==> src/rtl/mcpu_pkg.sv <==
// mcpu_pkg: shared state, op-class and PC-source encodings for the multicycle CPU
package mcpu_pkg;
  typedef enum logic [2:0] {
    S_FETCH  = 3'd0,
    S_DECODE = 3'd1,
    S_EXEC   = 3'd2,
    S_MEM    = 3'd3,
    S_WB     = 3'd4,
    S_HALT   = 3'd5
  } state_t;
  localparam logic [2:0] OP_ALU_R = 3'd0;
  localparam logic [2:0] OP_ALU_I = 3'd1;
  localparam logic [2:0] OP_LOAD  = 3'd2;
  localparam logic [2:0] OP_STORE = 3'd3;
  localparam logic [2:0] OP_BEQ   = 3'd4;
  localparam logic [2:0] OP_JUMP  = 3'd5;
  localparam logic [2:0] OP_JAL   = 3'd6;
  localparam logic [2:0] OP_SYS   = 3'd7;
  localparam logic [1:0] PCSRC_SEQ = 2'd0;
  localparam logic [1:0] PCSRC_BR  = 2'd1;
  localparam logic [1:0] PCSRC_JMP = 2'd2;
  localparam logic [1:0] PCSRC_REG = 2'd3;
endpackage

==> src/rtl/mcpu_pc_sequencer.sv <==
// mcpu_pc_sequencer: multicycle control FSM driving PC load, memory handshakes and retire count
module mcpu_pc_sequencer
  import mcpu_pkg::*;
#(
  parameter int CNT_W = 32
) (
  input  logic             clk,
  input  logic             rst_n,
  input  logic [2:0]       op_class,
  input  logic             op_sub,
  input  logic             zero,
  input  logic             imem_ready,
  input  logic             dmem_ready,
  input  logic             hold,
  output logic             pc_enable,
  output logic [1:0]       pc_src,
  output logic             ir_write,
  output logic             imem_req,
  output logic             dmem_req,
  output logic             dmem_we,
  output logic             reg_write,
  output logic             halted,
  output logic [2:0]       state,
  output logic [CNT_W-1:0] retired
);
  state_t     cur, nxt;
  logic       retire, pe, irw, ireq, dreq, dwe, rw, hlt;
  logic [1:0] src;
  // next state and raw strobes; hold then freezes progress and masks the load strobes
  always_comb begin
    nxt = cur;
    retire = 1'b0;
    pe = 1'b0;
    src = PCSRC_SEQ;
    irw = 1'b0;
    ireq = 1'b0;
    dreq = 1'b0;
    dwe = 1'b0;
    rw = 1'b0;
    hlt = 1'b0;
    case (cur)
      S_FETCH: begin
        ireq = 1'b1;
        if (imem_ready) begin
          irw = 1'b1;
          pe = 1'b1;
          nxt = S_DECODE;
        end
      end
      S_DECODE: nxt = S_EXEC;
      S_EXEC: begin
        case (op_class)
          OP_ALU_R, OP_ALU_I: nxt = S_WB;
          OP_LOAD, OP_STORE:  nxt = S_MEM;
          OP_BEQ: begin
            pe = zero;
            src = PCSRC_BR;
            nxt = S_FETCH;
            retire = 1'b1;
          end
          OP_JUMP, OP_JAL: begin
            pe = 1'b1;
            src = PCSRC_JMP;
            rw = (op_class == OP_JAL);
            nxt = S_FETCH;
            retire = 1'b1;
          end
          default: begin
            pe = op_sub;
            src = PCSRC_REG;
            nxt = op_sub ? S_FETCH : S_HALT;
            retire = 1'b1;
          end
        endcase
      end
      S_MEM: begin
        dreq = 1'b1;
        dwe = (op_class == OP_STORE);
        if (dmem_ready) begin
          nxt = dwe ? S_FETCH : S_WB;
          retire = dwe;
        end
      end
      S_WB: begin
        rw = 1'b1;
        nxt = S_FETCH;
        retire = 1'b1;
      end
      S_HALT: hlt = 1'b1;
      default: nxt = S_FETCH;
    endcase
    if (hold && cur <= S_WB) begin
      nxt = cur;
      retire = 1'b0;
      pe = 1'b0;
      irw = 1'b0;
      rw = 1'b0;
    end
  end
  assign pc_enable = rst_n & pe;
  assign pc_src    = (rst_n & pe) ? src : PCSRC_SEQ;
  assign ir_write  = rst_n & irw;
  assign imem_req  = rst_n & ireq;
  assign dmem_req  = rst_n & dreq;
  assign dmem_we   = rst_n & dwe;
  assign reg_write = rst_n & rw;
  assign halted    = rst_n & hlt;
  assign state     = rst_n ? cur : 3'd0;
  // state register and free-running retired-instruction counter
  always_ff @(posedge clk) begin
    if (!rst_n) begin
      cur <= S_FETCH;
      retired <= '0;
    end else begin
      cur <= nxt;
      if (retire) retired <= retired + CNT_W'(1);
    end
  end
endmodule

==> config.mk <==
export PLATFORM = sky130hd
export DESIGN_NAME = mcpu_pc_sequencer
export DESIGN_NICKNAME = d
export VERILOG_FILES = /design/src/rtl/mcpu_pkg.sv /design/src/rtl/mcpu_pc_sequencer.sv
export SDC_FILE = /design/constraint.sdc
export NUM_CORES = 1
export LEC_CHECK = 0
export ABC_CLOCK_PERIOD_IN_PS = 2100
export CAP_MARGIN = 20
export CORE_UTILIZATION = 25
export DETAILED_ROUTE_END_ITERATION = 10
export MAX_ROUTING_LAYER = met4
export PLACE_DENSITY_LB_ADDON = 0.15
export SETUP_SLACK_MARGIN = 0.3
export SLEW_MARGIN = 20
export SYNTH_ARGS = -nofsm -noshare
export SYNTH_HDL_FRONTEND = slang
export SYNTH_SLANG_ARGS = --single-unit
==> constraint.sdc <==
create_clock -name clk -period 2.1 [get_ports clk]
set_input_delay 0.315 -clock clk [delete_from_list [all_inputs] [get_ports clk]]
set_output_delay 0.315 -clock clk [all_outputs]
set_load 0.01 [all_outputs]
==> results.cfg <==
[setup_path]
worst_setup_path_end_kind = flip-flop
slowest_stage = or4_4
critical_path.most_common_cell = buf_6
path_delay_family = simple AND/OR/NAND/NOR gates
setup.worst_path.class = flip-flop to flip-flop
slowest_delay_ns = 0.57
crit_fanout = 8
worstPathRequired_ns = 2.33
path_cells = buf_6 -> nand3b_1 -> buf_6 -> a21boi_4 -> o2111ai_4 -> or4_4 -> a21oi_2
cp.arrival_ns = 2.11
worst-path-buf-inv = 2
critPathLaunchType = flip-flop

[die]
rows = 32
ios = 54
die_y_um = 91.4
core-area_um2 = 7730
die-area_um2 = 8350
start_util = 0.259
die_w_um = 91.4

[placement]
port_buffers = 53
post-place-ws_ns = -0.481
dp_hpwl_um = 4210
place_area_um2 = 2960
gp_congestion = 0.775

[detailed_routing]
wl_um = 6180
via_per_inst = 4.73
drt_iter0_drc = 58
drtAntennaViolNets = 0
drtPass1Iterations = 4
vias = 2173
wl_per_cell_um = 13.5
drc_errors = 0

[sta]
tightest_slew_ns = 0.343
min_period_ns = 1.88
setup_ws_ns = 0.219
setup_violations = 0
finalHoldViolations = 0
finalCritPeriodShare = 0.896
fin_skew_ns = 0.00817
slew_headroom = 0.771
rsz0062_at_grt = true
drv_slew = 0
clock.fmax_ghz = 0.532

[status]
run_status = finished, final reports clean

[logic_synthesis]
synth_cell_types = 48
synth-compound-area-share = 0.226
yosys.area_share.xor_xnor = 0.0526
synthMostInstantiatedCell = dfxtp_1
synth_seq_cells = 35
synth_top_area_frac = 0.351
syn_area_per_cell_um2 = 8.43
synthesis.area_um2 = 2000
yosysSeqAreaShare = 0.351
synthTopCellsByCount = 35 x dfxtp_1, 23 x nor2_1, 19 x a21oi_1, 19 x nand2_1, 14 x o21ai_0
synth_edf_count = 0
synth-async-reset-ratio = 0
yosys.area.top_type = dfxtp_1
synth_simple_gate_area_share = 0.312
syn-num-nets = 248
yosysWarnings = 0
synthMuxAreaShare = 0.0100
synth_top_family_by_area = simple AND/OR/NAND/NOR gates
syn_inst = 237
synth_flop_cell = dfxtp_1
synth_top_cells_by_area = dfxtp_1 35%, a21oi_1 4.8%, nor2_1 4.3%
synth_adder_area_share = 0.00626

[finish]
final_core_util = 0.442
postLayoutCellArea_um2 = 3410
diodes = 0
nets = 367
syn_to_final_growth_pct = 70.8
layout-drive-gt1-share = 0.389

[grt]
grt_pass1_wl_um = 10300
antenna_found_initial = 0
overflow = 0
grt.total_usage = 0.157
grt_pass1_vias = 2108
grt_max_degree = 14

[clock_network]
clock-sinks = 35
numCtsBuffers = 5
worst_skew_pair.late_latency_ns = 0.29
hold_buffers = 0
ctsRootBufferMaster = clkbuf_8
tritoncts = built
cts_buffer_depth = 2
h-tree-depth = 2
cts.clk_slew.worst_paths_ns = 0.08

[pwr]
finalPower_mw = 1.31
ir_worst_vdd_mv = 0.297
power_leakage_nw = 1.33
powerDensity_nw_per_um2 = 382

[run]
drv_cap = 0

[worst_hold_path]
hold_path.class = flip-flop to flip-flop
-- sequential cells by signal (all words and copies together) (netlist names) --
register	count
retired	32
cur	3
-- final cells by class --
class | count | area (um^2)
inverter | 11 | 41.3
clock buffer | 6 | 72.6
tap | 102 | 128
timing repair buffer | 120 | 1050
clock inverter | 2 | 12.5
sequential | 35 | 747
multi-input combinational | 183 | 1360
fill | 767 | 4310
-- tightest hold or removal path: stages (launching register included) --
cell	delay, ns
dfxtp_2	0.34
o31ai_1	0.06
a21oi_1	0.06
-- metrics by stage --
stage,TNS (ns),hold slack [ns],std cells
3_3_place_gp,-5.81,0.476,425
3_5_place_dp,-6.30,0.494,425
4_1_cts,0,0.493,456
6_report,0,0.502,459
2_1_floorplan,0,0.465,237
5_1_grt,0,0.521,459
-- worst paths after layout --
check / cells after the start / to / startpoint / slack (ns)
worst min register to register: 2 / retired[13] / retired[13] / 0.50
worst max-delay path: 7 / retired[29] / cur[1] / 0.22
worst min-delay path: 2 / retired[13] / retired[13] / 0.50
worst max register to register: 7 / retired[29] / cur[1] / 0.22
-- logic make-up after synthesis --
group                      after synthesis
and+or+nand+nor                        102
AOI/OAI and AO/OA                       66
DFF                                     35
buffers and inverters                   19
xor gates and xnor gates                12
muxes                                    2
adders and majority gates                1
-- cells in the final DEF, fill, tap and decap left out, drive strengths merged, types with 5 or more instances in the layout --
cell / Yosys / layout
clkdlybuf4s50: 0 / 34
o21ai: 15 / 15
nand2: 19 / 19
or2: 5 / 5
nor3: 8 / 8
nor2: 23 / 23
o21a: 8 / 8
nor4: 5 / 5
a21oi: 19 / 19
nand3: 5 / 5
or3: 8 / 8
dfxtp: 35 / 35
xor2: 8 / 8
buf: 3 / 72
dlygate4sd2: 0 / 10
nand2b: 5 / 5
inv: 10 / 10
and2: 5 / 5
or4: 5 / 5
nand4: 6 / 6
o31ai: 6 / 6
clkbuf: 5 / 8
-- per-layer routing --
metal  track usage  up-vias  share of wire
met5             -        -              0
met2         0.251       47           0.47
li1              -     1100              -
met4        0.0397        0          0.012
met3        0.0360        9          0.041
met1         0.199     1017           0.48
-- where the power goes --
group / internal [mW] / switching (mW) / total [mW]
sequential: 0.655 / 0.00416 / 0.659
clock: 0.232 / 0.265 / 0.498
combinational: 0.0783 / 0.0701 / 0.148
-- what timing repair did --
| action | CTS | global route |
|---|---|---|
| resized for setup | 73 | 24 |
| setup endpoints to repair | 38 | 32 |
| setup buffers | 23 | 3 |
| hold endpoints to repair | 0 | 0 |
| gates cloned | 0 | 0 |
| pin swaps | 24 | 17 |
(Power assumes the default switching activity.)
